`config.mk`:
```
export PLATFORM = sky130hd
export DESIGN_NAME = fft_frame_packer
export DESIGN_NICKNAME = d
export VERILOG_FILES = /design/src/rtl/fft_pkg.sv /design/src/rtl/fft_bitrev_addr.sv /design/src/rtl/fft_frame_packer.sv
export SDC_FILE = /design/constraint.sdc
export NUM_CORES = 2
export LEC_CHECK = 0
export ABC_AREA = 1
export CAP_MARGIN = 40
export CORE_MARGIN = 4
export CORE_UTILIZATION = 50
export CTS_CLUSTER_DIAMETER = 120
export CTS_CLUSTER_SIZE = 40
export DETAILED_ROUTE_END_ITERATION = 6
export DONT_BUFFER_PORTS = 1
export PLACE_DENSITY = 0.64
export SETUP_SLACK_MARGIN = 0.2
export SLEW_MARGIN = 15
export SYNTH_ARGS = -nofsm -noshare
export SYNTH_HDL_FRONTEND = slang
export SYNTH_SLANG_ARGS = --single-unit
```
`constraint.sdc`:
```
create_clock -name clk -period 38.2 [get_ports clk]
set_clock_uncertainty 0.1 [all_clocks]
set_input_delay 3.82 -clock clk [delete_from_list [all_inputs] [get_ports clk]]
set_output_delay 3.82 -clock clk [all_outputs]
set_load 0.005 [all_outputs]
```
`src/rtl/fft_pkg.sv`:
```
// fft_pkg: shared constants, word layout and index helpers for the FFT result path.
//   FFT_N / FFT_LOG2N : frame size and index width.
//   RE_* / IM_*       : bit positions of the real and imaginary fields in a 32-bit word.
//   cplx_word_t       : packed {re, im} view of a word.
//   bitrev4           : 4-bit index bit reversal.
package fft_pkg;
   localparam int FFT_N     = 16;
   localparam int FFT_LOG2N = 4;
   localparam int RE_MSB    = 31;
   localparam int RE_LSB    = 16;
   localparam int IM_MSB    = 15;
   localparam int IM_LSB    = 0;

   typedef struct packed {
      logic signed [15:0] re;
      logic signed [15:0] im;
   } cplx_word_t;

   function automatic logic [FFT_LOG2N-1:0] bitrev4(input logic [FFT_LOG2N-1:0] k);
      return {k[0], k[1], k[2], k[3]};
   endfunction
endpackage

```
`src/rtl/fft_bitrev_addr.sv`:
```
// fft_bitrev_addr: combinational index remap, bit-reversed when BIT_REV != 0.
//   idx  in  4  sequential word index
//   addr out 4  bin index the word belongs to
module fft_bitrev_addr
   import fft_pkg::*;
#(
   parameter int BIT_REV = 1
) (
   input  logic [FFT_LOG2N-1:0] idx,
   output logic [FFT_LOG2N-1:0] addr
);
   assign addr = (BIT_REV != 0) ? bitrev4(idx) : idx;
endmodule

```
`src/rtl/fft_frame_packer.sv`:
```
// fft_frame_packer: gathers 16 serial FFT words, undoes bit reversal, presents the frame in parallel.
//   clk, rst (async, active high)
//   in_valid/in_data/in_ready : serial word input, accepted when in_valid && in_ready
//   in_clear                  : flush the partial frame (sets frame_err if words were pending)
//   fft_d0..fft_d15           : bins of the last completed frame, held until the next one
//   fft_valid                 : one-cycle strobe one cycle after the 16th accepted word
//   frame_err                 : sticky partial-frame-abort flag
//   done_in (FFT_PACK_HOLD_EN only) : downstream finished the previous frame
// Optional macro FFT_PACK_HOLD_EN: allow only one frame in flight downstream.
module fft_frame_packer
   import fft_pkg::*;
#(
   parameter int BIT_REV = 1,
   parameter int DW      = 32
) (
   input  logic          clk,
   input  logic          rst,
   input  logic          in_valid,
   input  logic [DW-1:0] in_data,
   output logic          in_ready,
   input  logic          in_clear,
`ifdef FFT_PACK_HOLD_EN
   input  logic          done_in,
`endif
   output logic [DW-1:0] fft_d0,
   output logic [DW-1:0] fft_d1,
   output logic [DW-1:0] fft_d2,
   output logic [DW-1:0] fft_d3,
   output logic [DW-1:0] fft_d4,
   output logic [DW-1:0] fft_d5,
   output logic [DW-1:0] fft_d6,
   output logic [DW-1:0] fft_d7,
   output logic [DW-1:0] fft_d8,
   output logic [DW-1:0] fft_d9,
   output logic [DW-1:0] fft_d10,
   output logic [DW-1:0] fft_d11,
   output logic [DW-1:0] fft_d12,
   output logic [DW-1:0] fft_d13,
   output logic [DW-1:0] fft_d14,
   output logic [DW-1:0] fft_d15,
   output logic          fft_valid,
   output logic          frame_err
);
   logic [FFT_LOG2N-1:0] wr_cnt, lane;
   logic [DW-1:0]        buf_q  [FFT_N];
   logic [DW-1:0]        dout_q [FFT_N];
   logic                 accept, last, wr_en, done;

   fft_bitrev_addr #(.BIT_REV(BIT_REV)) u_addr (.idx(wr_cnt), .addr(lane));

   assign accept = in_valid && in_ready;
   assign last   = wr_cnt == FFT_LOG2N'(FFT_N - 1);
   assign wr_en  = accept && !in_clear;
   assign done   = wr_en && last;

`ifdef FFT_PACK_HOLD_EN
   logic pending;
   // A new completion outranks a simultaneous done_in, which belongs to the older frame.
   always_ff @(posedge clk or posedge rst)
      if (rst) pending <= 1'b0;
      else pending <= done ? 1'b1 : (done_in ? 1'b0 : pending);
   assign in_ready = !(pending && last);
`else
   assign in_ready = 1'b1;
`endif

   always_ff @(posedge clk or posedge rst)
      if (rst) begin
         wr_cnt    <= '0;
         fft_valid <= 1'b0;
         frame_err <= 1'b0;
         for (int i = 0; i < FFT_N; i++) begin
            buf_q[i]  <= '0;
            dout_q[i] <= '0;
         end
      end else begin
         wr_cnt    <= in_clear ? '0 : (accept ? wr_cnt + 1'b1 : wr_cnt);
         fft_valid <= done;
         frame_err <= frame_err | (in_clear && wr_cnt != '0);
         // The 16th word is bypassed straight into its output lane.
         for (int i = 0; i < FFT_N; i++) begin
            if (wr_en && lane == FFT_LOG2N'(i)) buf_q[i] <= in_data;
            if (done) dout_q[i] <= (lane == FFT_LOG2N'(i)) ? in_data : buf_q[i];
         end
      end

   assign fft_d0  = dout_q[0];
   assign fft_d1  = dout_q[1];
   assign fft_d2  = dout_q[2];
   assign fft_d3  = dout_q[3];
   assign fft_d4  = dout_q[4];
   assign fft_d5  = dout_q[5];
   assign fft_d6  = dout_q[6];
   assign fft_d7  = dout_q[7];
   assign fft_d8  = dout_q[8];
   assign fft_d9  = dout_q[9];
   assign fft_d10 = dout_q[10];
   assign fft_d11 = dout_q[11];
   assign fft_d12 = dout_q[12];
   assign fft_d13 = dout_q[13];
   assign fft_d14 = dout_q[14];
   assign fft_d15 = dout_q[15];
endmodule

```
# Word-level counts from Yosys, hierarchy flattened
# Cells that the tools add are included.
[totals]
word_cells = 94
input_bits = 36
out_inout_bits = 515
reg_bits = 1030
[classes]
mux = 18
eq_ne = 16
add_sub_neg = 1
n_bitwise = 1
n_reduce_logical = 23
[ops]
columns = ["op", "count"]
rows = [
  ["32-bit 2-to-1 mux", 16],
  ["4-bit equality test (second input constant)", 9],
  ["1-bit logical AND", 19],
  ["4-bit by 3-bit equality test with 1-bit output (second input constant)", 4],
  ["4-bit by 2-bit equality test with 1-bit output (second input constant)", 2],
  ["4-bit 2-to-1 mux", 2],
  ["4-bit by 1-bit adder with 4-bit output (second input constant)", 1],
  ["4-bit by 1-bit equality test with 1-bit output (second input constant)", 1],
  ["4-bit logical NOT", 1],
  ["4-bit nonzero test", 1],
  ["2-bit nonzero test", 1],
  ["1-bit logical NOT", 1],
  ["1-bit bitwise OR", 1],
]

# Depth between registers and ports, before layout
[depth]
ltp_word = 3
depth_mapped = 9
depth_no_buf = 7

# Modules after synthesis
# Synthesis repeated with hierarchy kept, for this count alone.
[unflattened]
hier_cells = 5703
hier_area_um2 = 45477.4
[by_module_without_submodules]
columns = ["module", "n_inst", "area_each_um2", "cells_per_inst"]
rows = [
  ["fft_frame_packer", 1, 45447.3, 5699],
  ["fft_bitrev_addr", 1, 30.0, 4],
]

# Worst setup path after synthesis
# No wires, ideal clock.
[synth_path]
path_type = "input -> register"
startpoint = "input in_clear"
endpoint = "register dout_q, in the netlist fft_d12[10]"
setup_slack_ns = 33.177
cell_stages = 8
required_ns = 37.987
arrival_ns = 4.810
path_buffers = 3
path_cell_list = "inv_2 nand2_1 buf_2 buf_2 buf_1 o21bai_1 nand2_1 inv_1"
[synth_via]
elab_chain_cells = 3
[synth_rtl]
columns = ["element", "line_no", "rtl"]
rows = [
  ["start: declaration", "fft_frame_packer.sv:21", "input logic in_clear,"],
  ["1-bit logical NOT", "fft_frame_packer.sv:53", "assign wr_en = accept && !in_clear;"],
  ["1-bit logical AND", "fft_frame_packer.sv:53", ""],
  ["1-bit logical AND", "fft_frame_packer.sv:54", "assign done = wr_en && last;"],
  ["end signal: indexed assignment", "fft_frame_packer.sv:83", "if (done) dout_q[i] <= (lane == FFT_LOG2N'(i)) ? in_data : buf_q[i];"],
  ["end: declaration", "fft_frame_packer.sv:46", "logic [DW-1:0] dout_q [FFT_N];"],
]
# Every way passes these cells.
# A chain may end at the register's enable or synchronous reset.

# Worst setup path in the final report
[layout_path]
startpoint = "input in_clear"
endpoint = "register dout_q, in the netlist fft_d3[4]"
# The elaborated chain is that of the path after synthesis.

==> impl_metrics.ini <==
[placement]
place_inst = 6263
pre_cts_ws_ns = 31.42
hpwlAfterDp_um = 77200
place_area_um2 = 43300
gp_congestion = 0.791
port_buffers = 0

[grt]
grt_most_used_layer = met2
grt.total_usage_pct = 28.4
met1_usage_pct = 39.2
grt_max_degree = 198
grt_pass1_vias = 29819
grt_overflow = 0
grt_pass1_wl_um = 195000
grt_util_met3_pct = 7.15
use_met2_pct = 45.3
grt_antenna_before_repair = 4

[yosys]
syn_inst = 5392
syn_nets = 5432
syn_avg_cell_area_um2 = 7.85
ys_types = 20
ys_ff_latch = 998
seq_area_frac_synth_pct = 59.0
syn-cell-area_um2 = 42400
yosysWarnings = 0

[worst_setup_path]
reg2reg_setup_slack_ns = 34.24
r2r_start = wr_cnt[1]$_DFFE_PP0P_
r2r_end = fft_d3[4]$_DFFE_PP0P_
critPathCaptureType = flip-flop
critical_path.max_fanout = 197
worst-r2r-cell-count = 10
arrival_ns = 6.34
critPathKind = in -> reg
critPathRequiredTime_ns = 38.71
startpoint_type = input pin

[timing]
slew-limit-headroom_pct = 32.0
layout_setup_ws_ns = 32.37
finalMaxSlewViolations = 0
period_needed_ns = 5.83
fmax_ghz = 0.172
fin_crit_sh_pct = 15.3
rsz0062_at_grt = no
worst_pin_slew_ns = 1.02
hold_viol = 0
finalSetupTns_ns = 0
setup_viol = 0

[final_layout]
antenna_cells = 0
fin_area_um2 = 44200
final_common_cell = nand2_1
final_cell_mix = 3191 x nand2_1, 998 x dfrtp_1, 524 x inv_1
nNetsFinal = 5204
instances_no_fill = 6306
layout-drive-gt1-share_pct = 2.86
fin_util_pct = 52.8
largest_reg_flops = 480
largest-register = buf_q
num-fill-cells = 8074
synthToLayoutAreaGrowth_pct = 4.45

[cts]
cts-root-buf = clkbuf_16
clock_sinks = 998
cts_tree = yes
numCtsBuffers = 29
clk_latency_ns = 0.66
htreeDepth = 1
cts_setup_buffers = 0
clk_path_buf_depth = 3
hold_buffers = 0
ctsResizeCount = 0
clk_pin_slew_worst_paths_ns = 0.15

[flow_run]
maxCapViolCount = 0

[floorplanning]
start_util_pct = 50.5
die_area_um2 = 89400
row_count = 106
core_um2 = 83800
ios = 551
chipWidth_um = 299
dieHeight_um = 299

[routing]
antenna_left = 0
viasPerCell = 5.02
drt_iter0_markers = 2942
firstDrtPassIters = 6
vias = 31649
drc_errors = 0
wl_per_cell_um = 20.3
wl_um = 128000

[power]
power.density_nw_per_um2 = 40.0
irDropWorstVdd_uv = 54.2
power.leakage_nw = 26.0

[worst_hold_path]
worst_hold_path.endpoint = buf_q[436]$_DFFE_PP0P_
hold_path_class = reg -> reg
min_from = buf_q[436]$_DFFE_PP0P_
whs_path_depth = 2

[outcome]
outcome = finished clean
-- report_power, final --
part           total, mW  switching [mW]  leakage [nW]  internal [mW]
Sequential          1.16          0.0356          13.1           1.12
Combinational      0.152          0.0979          12.5         0.0543
Clock              0.460           0.317         0.394          0.144
Total               1.77           0.450          26.0           1.32
-- synthesized netlist by cell type --
| library cell | instances | share of area [%] |
|---|---|---|
| conb_1 | 1 | 0.0089 |
| buf_4 | 2 | 0.035 |
| clkbuf_1 | 172 | 1.5 |
| nand2_1 | 3193 | 28 |
| a21oi_1 | 1 | 0.012 |
| buf_1 | 11 | 0.097 |
| inv_2 | 4 | 0.035 |
| o21ai_1 | 7 | 0.083 |
| nor2_2 | 3 | 0.044 |
| inv_1 | 525 | 4.7 |
| nor2_4 | 2 | 0.053 |
| nor2_1 | 16 | 0.14 |
| o21bai_1 | 94 | 1.7 |
| dfrtp_1 | 998 | 59 |
| o21ai_0 | 92 | 1.1 |
| or2_2 | 1 | 0.015 |
| ha_1 | 4 | 0.12 |
| buf_2 | 155 | 1.8 |
| nand3_1 | 110 | 1.3 |
| nand3_2 | 1 | 0.024 |
-- critical path, cell delays in order --
cell	delay, ns
inv_2	0.04
nand2_4	0.07
nor2_4	0.05
inv_8	0.10
buf_16	0.37
buf_4	0.56
buf_12	0.66
nand2_1	0.13
nand2_1	0.11
-- how the worst max path moves through the flow --
stage | from | end | slack, ns
floorplan | rst | buf_q[100]$_DFFE_PP0P_ | 6.20
global placement | rst | buf_q[64]$_DFFE_PP0P_ | 30.76
detailed placement | in_clear | fft_d11[27]$_DFFE_PP0P_ | 31.42
CTS | in_clear | fft_d3[19]$_DFFE_PP0P_ | 32.14
global route | rst | fft_d13[12]$_DFFE_PP0P_ | 32.17
finish | in_clear | fft_d3[4]$_DFFE_PP0P_ | 32.37
-- stage by stage --
stage / hold WS, ns / total power [mW]
4_1_cts: 0.390 / 1.78
5_1_grt: 0.403 / 1.85
3_5_place_dp: 0.358 / 1.33
2_1_floorplan: 0.342 / 1.30
3_3_place_gp: 0.353 / 1.32
6_report: 0.384 / 1.77
-- layout make-up --
| type | count | area, µm² | area share [%] |
|---|---|---|---|
| clock inverter | 7 | 51.3 | 0.116 |
| timing repair buffer | 81 | 1050 | 2.38 |
| tap | 1134 | 1420 | 3.21 |
| clock buffer | 32 | 747 | 1.69 |
| inverter | 529 | 2000 | 4.52 |
| sequential | 998 | 25000 | 56.5 |
| multi-input combinational | 3525 | 14000 | 31.6 |
-- logic make-up after synthesis --
family	synth area share [%]
simple gates	29.9
flops	59.0
buf+inv	8.18
compound gates	2.85
fa+ha+maj	0.118
other cells	0.00885
-- metal layers --
metal  share of wire [%]  vias to the layer above  wire length [µm]
li1                    -                    15281                 -
met1                  42                    15219             53700
met2                  46                      998             59500
met3                 8.8                      149             11300
met4                 2.9                        2              3670
met5               0.010                        -                13
(Power assumes the default switching activity.)
